--- config.mk ---
export PLATFORM = sky130hd
export DESIGN_NAME = hz_bram_port_cntlr
export DESIGN_NICKNAME = d
export VERILOG_FILES = /design/src/rtl/hz_bram_port_cntlr.sv
export SDC_FILE = /design/constraint.sdc
export NUM_CORES = 1
export LEC_CHECK = 0
export CAP_MARGIN = 0
export CORE_ASPECT_RATIO = 0.9
export CORE_UTILIZATION = 41
export DETAILED_ROUTE_END_ITERATION = 10
export GPL_TIMING_DRIVEN = 0
export PLACE_DENSITY = 0.87
export SLEW_MARGIN = 20
export SYNTH_ARGS = -nofsm -noshare
export SYNTH_HDL_FRONTEND = slang
export SYNTH_SLANG_ARGS = --single-unit
--- constraint.sdc ---
create_clock -name LMB_Clk -period 2.59 [get_ports LMB_Clk]
set_input_delay 0.3885 -clock LMB_Clk [delete_from_list [all_inputs] [get_ports LMB_Clk]]
set_output_delay 0.3885 -clock LMB_Clk [all_outputs]
set_load 0.05 [all_outputs]
--- src/rtl/hz_bram_port_cntlr.sv ---
// ---------------------------------------------------------------------------
// hz_bram_port_cntlr
//   Single-port bus-to-BRAM controller for port A of the local BRAM block.
//   It accepts one request at a time on a valid/ready request channel and
//   decodes the address against the C_BASEADDR..C_HIGHADDR window. A hit
//   issues a registered one-cycle BRAM access, and a miss returns an error.
//   Responses are returned on a valid/ready response channel.
//
//   Build option: define HZ_BRAM_CNTLR_WR_RSP_EN to make write hits return a
//   response. When it is undefined, write hits are posted and get no response.
//
// Ports (big-endian bit numbering, bit 0 = MSB):
//   LMB_Clk, LMB_Rst          clock, synchronous active-high reset
//   Req_Valid/Req_Ready       request handshake
//   Req_Write                 1 = write, 0 = read
//   Req_Addr[0:31]            byte address (bits 30:31 ignored)
//   Req_BE[0:3]               byte enables, BE[0] -> data bits 0:7
//   Req_WData[0:31]           write data
//   Rsp_Valid/Rsp_Ready       response handshake
//   Rsp_Data[0:31]            read data (0 for writes/errors)
//   Rsp_Err                   address outside window
//   BRAM_*_A                  BRAM port A (EN/WEN/Addr/Dout registered)
// ---------------------------------------------------------------------------
module hz_bram_port_cntlr #(
    parameter logic [31:0] C_BASEADDR    = 32'h0000_0000,
    parameter logic [31:0] C_HIGHADDR    = 32'h0000_1FFF,
    parameter int unsigned C_PORT_DWIDTH = 32,
    parameter int unsigned C_NUM_WE      = 4
) (
    input  logic                     LMB_Clk,
    input  logic                     LMB_Rst,
    input  logic                     Req_Valid,
    output logic                     Req_Ready,
    input  logic                     Req_Write,
    input  logic [0:31]              Req_Addr,
    input  logic [0:C_NUM_WE-1]      Req_BE,
    input  logic [0:C_PORT_DWIDTH-1] Req_WData,
    output logic                     Rsp_Valid,
    input  logic                     Rsp_Ready,
    output logic [0:C_PORT_DWIDTH-1] Rsp_Data,
    output logic                     Rsp_Err,
    output logic                     BRAM_Rst_A,
    output logic                     BRAM_Clk_A,
    output logic                     BRAM_EN_A,
    output logic [0:C_NUM_WE-1]      BRAM_WEN_A,
    output logic [0:31]              BRAM_Addr_A,
    output logic [0:C_PORT_DWIDTH-1] BRAM_Dout_A,
    input  logic [0:C_PORT_DWIDTH-1] BRAM_Din_A
);

    localparam logic [31:0] WIN_MASK  = C_HIGHADDR - C_BASEADDR;
    // Offset within the window, forced to a word boundary.
    localparam logic [31:0] ADDR_MASK = WIN_MASK & 32'hFFFF_FFFC;

    typedef enum logic [1:0] {
        IDLE,
        ACCESS,
        RD_CAPT,
        RESP
    } state_t;

    state_t state, state_nxt;

    logic                     is_write;
    logic                     en_q;
    logic [0:C_NUM_WE-1]      wen_q;
    logic [0:31]              addr_q;
    logic [0:C_PORT_DWIDTH-1] dout_q;
    logic [0:C_PORT_DWIDTH-1] rsp_data_q;
    logic                     rsp_err_q;

    logic req_fire;
    logic hit;

    assign hit      = ((Req_Addr & ~WIN_MASK) == C_BASEADDR);
    assign req_fire = Req_Valid && (state == IDLE);

    always_comb begin
        state_nxt = state;
        Req_Ready = 1'b0;
        Rsp_Valid = 1'b0;
        case (state)
            IDLE: begin
                Req_Ready = 1'b1;
                if (Req_Valid) state_nxt = hit ? ACCESS : RESP;
            end
            ACCESS: begin
                if (!is_write) begin
                    state_nxt = RD_CAPT;
                end else begin
`ifdef HZ_BRAM_CNTLR_WR_RSP_EN
                    state_nxt = RESP;
`else
                    state_nxt = IDLE;
`endif
                end
            end
            RD_CAPT: state_nxt = RESP;
            RESP: begin
                Rsp_Valid = 1'b1;
                if (Rsp_Ready) state_nxt = IDLE;
            end
            default: state_nxt = IDLE;
        endcase
    end

    always_ff @(posedge LMB_Clk) begin
        if (LMB_Rst) begin
            state      <= IDLE;
            is_write   <= 1'b0;
            en_q       <= 1'b0;
            wen_q      <= '0;
            addr_q     <= '0;
            dout_q     <= '0;
            rsp_data_q <= '0;
            rsp_err_q  <= 1'b0;
        end else begin
            state <= state_nxt;
            // The strobes are pulses. They are set only on an accepted hit.
            en_q  <= 1'b0;
            wen_q <= '0;
            if (req_fire) begin
                is_write   <= Req_Write;
                rsp_data_q <= '0;
                rsp_err_q  <= !hit;
                if (hit) begin
                    en_q   <= 1'b1;
                    wen_q  <= Req_Write ? Req_BE : '0;
                    addr_q <= Req_Addr & ADDR_MASK;
                    if (Req_Write) dout_q <= Req_WData;
                end
            end
            // BRAM read data is valid in the cycle after EN.
            if (state == RD_CAPT) rsp_data_q <= BRAM_Din_A;
        end
    end

    assign Rsp_Data    = rsp_data_q;
    assign Rsp_Err     = rsp_err_q;
    assign BRAM_Rst_A  = LMB_Rst;
    assign BRAM_Clk_A  = LMB_Clk;
    assign BRAM_EN_A   = en_q;
    assign BRAM_WEN_A  = wen_q;
    assign BRAM_Addr_A = addr_q;
    assign BRAM_Dout_A = dout_q;

endmodule

Yosys cells after proc, flatten, opt, wreduce, memory -nomap -nowiden
Index checks and enable logic that the tools add are counted.

word-level totals
  flip-flop bits (word level) = 84
  bits of input ports = 105
  word-level logic and storage cells = 36

operators by class
  eq/ne operators = 5
  mux-type cells = 10
  bitwise gates (word level) = 3
  reduce and logical (&&, ||, !) cells = 10

operators by type and width
  kind                  number
  $mux W32              2
  $logic_not A32 Y1     1
  $mux W2               4
  $pmux W2 S4           1
  $eq A2 B2 Y1 const B  2
  $ne A2 B2 Y1 const B  2
  $reduce_and A2 Y1     2
  $reduce_or A4 Y1      1
  $mux W1               3
  $not A1 Y1            3
  $reduce_and A3 Y1     1
  $eq A2 B1 Y1 const B  1
  $logic_not A2 Y1      1
  $reduce_bool A2 Y1    1
  $reduce_or A2 Y1      1
  $logic_and A1 B1 Y1   1
  $logic_not A1 Y1      1

Longest topological paths before layout
  depth after elaboration = 4
  gate-level depth with buffers = 7

==> results.json <==
{
  "synth-edff-count": 0,
  "min_path_type": "reg2reg",
  "seq_area_frac_synth_pct": 47.5,
  "via_per_inst": 5.12,
  "postCtsResizedCells": 1,
  "grt_overflow_total": 0,
  "synthTopCellsByCount": "dfxtp_1 (84), a21oi_1 (79), nand4_1 (43)",
  "synth.avg_cell_area_um2": 8.59,
  "drv_slew": 0,
  "p_leak_nw": 2.09,
  "ios": 211,
  "worstPathArrival_ns": 2.06,
  "min_from": "BRAM_Dout_A[16]",
  "synth_top_area_share_pct": 47.5,
  "routed-via-count": 3853,
  "drtIter0Drc": 110,
  "drc": 0,
  "dp.cells": 734,
  "gp_congestion": 0.775,
  "ys_warn_count": 0,
  "place_area_um2": 5630,
  "grt.total_usage_pct": 26.1,
  "path_clk_slew_ns": 0.08,
  "status": "complete, no violations",
  "die_h_um": 90.1,
  "ys.flop_type": "dfxtp_1",
  "fill_cells": 657,
  "antenna_found_initial": 0,
  "setup_viol": 0,
  "core-area_um2": 8220,
  "num-nets-final": 738,
  "initial_utilization_pct": 43.0,
  "cts_tree": "built",
  "wl_per_cell_um": 15.5,
  "critPathKind": "clk2out",
  "drt_wl_total_um": 11600,
  "die_x_um": 99.9,
  "rsz0062_at_grt": "false",
  "synth.most_common_cell": "dfxtp_1",
  "fp-row-count": 31,
  "start_kind": "clock port",
  "required_ns": 2.20,
  "synthesis.area_um2": 3540,
  "synth.distinct_cells": 29,
  "area_growth_pct": 66.3,
  "worst_pin_slew_ns": 0.548,
  "drtAntennaViolNets": 0,
  "synth_largest_area_cell": "dfxtp_1",
  "crit-reg2reg-launch": "state[1]",
  "finalSetupTns_ns": 0,
  "fin_worst_skew_ns": 0.0122,
  "hold_violations": 0,
  "diodes": 0,
  "end_kind": "primary output",
  "synth_area_leaders": "dfxtp_1 (48%), a21oi_1 (11%), nand4_1 (7.6%)",
  "first_pass_iters": 5,
  "stdcell_count": 753,
  "synth-seq-cells": 84,
  "grt_max_degree": 14,
  "syn-instance-count": 412,
  "cts_hold_buf": 0,
  "startpoint": "LMB_Clk",
  "dp.final_hpwl_um": 8810,
  "relSlewSlack_pct": 63.3,
  "async_flop_share_pct": 0,
  "grt_pass1_vias": 3877,
  "drive_above_1_share_pct": 10.2,
  "final_cell_area_um2": 5890,
  "dieArea_um2": 9010,
  "max_cap_viol_count": 0,
  "post_cts_buffers": 0,
  "p_per_area_nw_per_um2": 556,
  "grt_pass1_wl_um": 18500,
  "ir_drop_uv": 382,
  "critPathMaxFanout": 2,
  "port_buffers": 187,
  "insertion_delay_ns": 0.45
}
## state kept, by name, indices dropped and copies added (netlist names)
signal,cells
BRAM_Dout_A,32
is_write,1
BRAM_WEN_A,4
state,2
BRAM_Addr_A,11
Rsp_Data,32
Rsp_Err,1
BRAM_EN_A,1
## cell families (layout without fill, tap and decap cells)
family / after synthesis / in the layout / synth area share, %
simple gates: 139 / 139 / 22.1
compound gates: 122 / 122 / 17.2
flops: 84 / 84 / 47.5
buf+inv: 66 / 272 / 13.0
other cells: 1 / 21 / 0.106
## where the power goes
group          internal (mW)  total [mW]  switching, mW  leakage [nW]
Combinational          0.280       0.672          0.392          1.27
Sequential              1.33        1.35         0.0229         0.680
Clock                  0.701        1.25          0.546         0.138
Total                   2.31        3.27          0.961          2.09
## critical path, cell delays in order
cell and delay (ns):
clkbuf_8 0.11, clkbuf_8 0.12, buf_4 0.11, dlygate4sd2_1 0.42
## cell type report
cell class | count | area, um2 | share of cell area (%)
sequential | 84 | 1680 | 28.6
tap | 115 | 144 | 2.44
timing repair buffer | 186 | 1860 | 31.6
buffer | 66 | 460 | 7.82
clock buffer | 16 | 195 | 3.31
multi-input combinational | 282 | 1470 | 25.0
clock inverter | 4 | 72.6 | 1.23
## layer usage
metal / global-route usage [%] / wire length (um) / part of all wire [%] / vias to the layer above
met5: 0 / 0 / 0 / -
met4: 14.5 / 458 / 3.9 / 0
met3: 5.75 / 699 / 6.0 / 40
met2: 44.5 / 5640 / 48 / 157
met1: 29.9 / 4840 / 42 / 1774
li1: - / - / - / 1882
## cells in the final DEF (no fill, tap or decap), types with 5 or more instances in the layout
cell,count
clkdlybuf4s50_1,186
clkbuf_8,13
conb_1,21
nand4_1,43
nand3_1,34
dfxtp_1,84
a21oi_1,79
o21ai_0,30
o21ai_1,13
clkbuf_1,22
buf_12,5
buf_2,5
buf_4,31
nand2_1,35
## final timing paths
| check | to | slack (ns) | cells after the start |
|---|---|---|---|
| worst min register to register | BRAM_Dout_A[16] | 0.47 | 2 |
| worst max-delay path | BRAM_Clk_A | 0.14 | 4 |
| worst min-delay path | BRAM_Dout_A[16] | 0.47 | 2 |
| worst max register to register | BRAM_Addr_A[27] | 0.88 | 6 |
## stage by stage
stage | hold slack (ns) | power [mW] | setup slack (ns) | util (%)
3_5_place_dp | 0.461 | 2.16 | 0.121 | 68.5
3_3_place_gp | 0.454 | 2.15 | 0.121 | 68.5
4_1_cts | 0.464 | 3.29 | 0.138 | 71.6
5_1_grt | 0.467 | 3.40 | 0.131 | 71.6
2_1_floorplan | 0.446 | 1.85 | 0.673 | -
6_report | 0.474 | 3.27 | 0.143 | 71.6
Power figures use the tool's default switching activity.
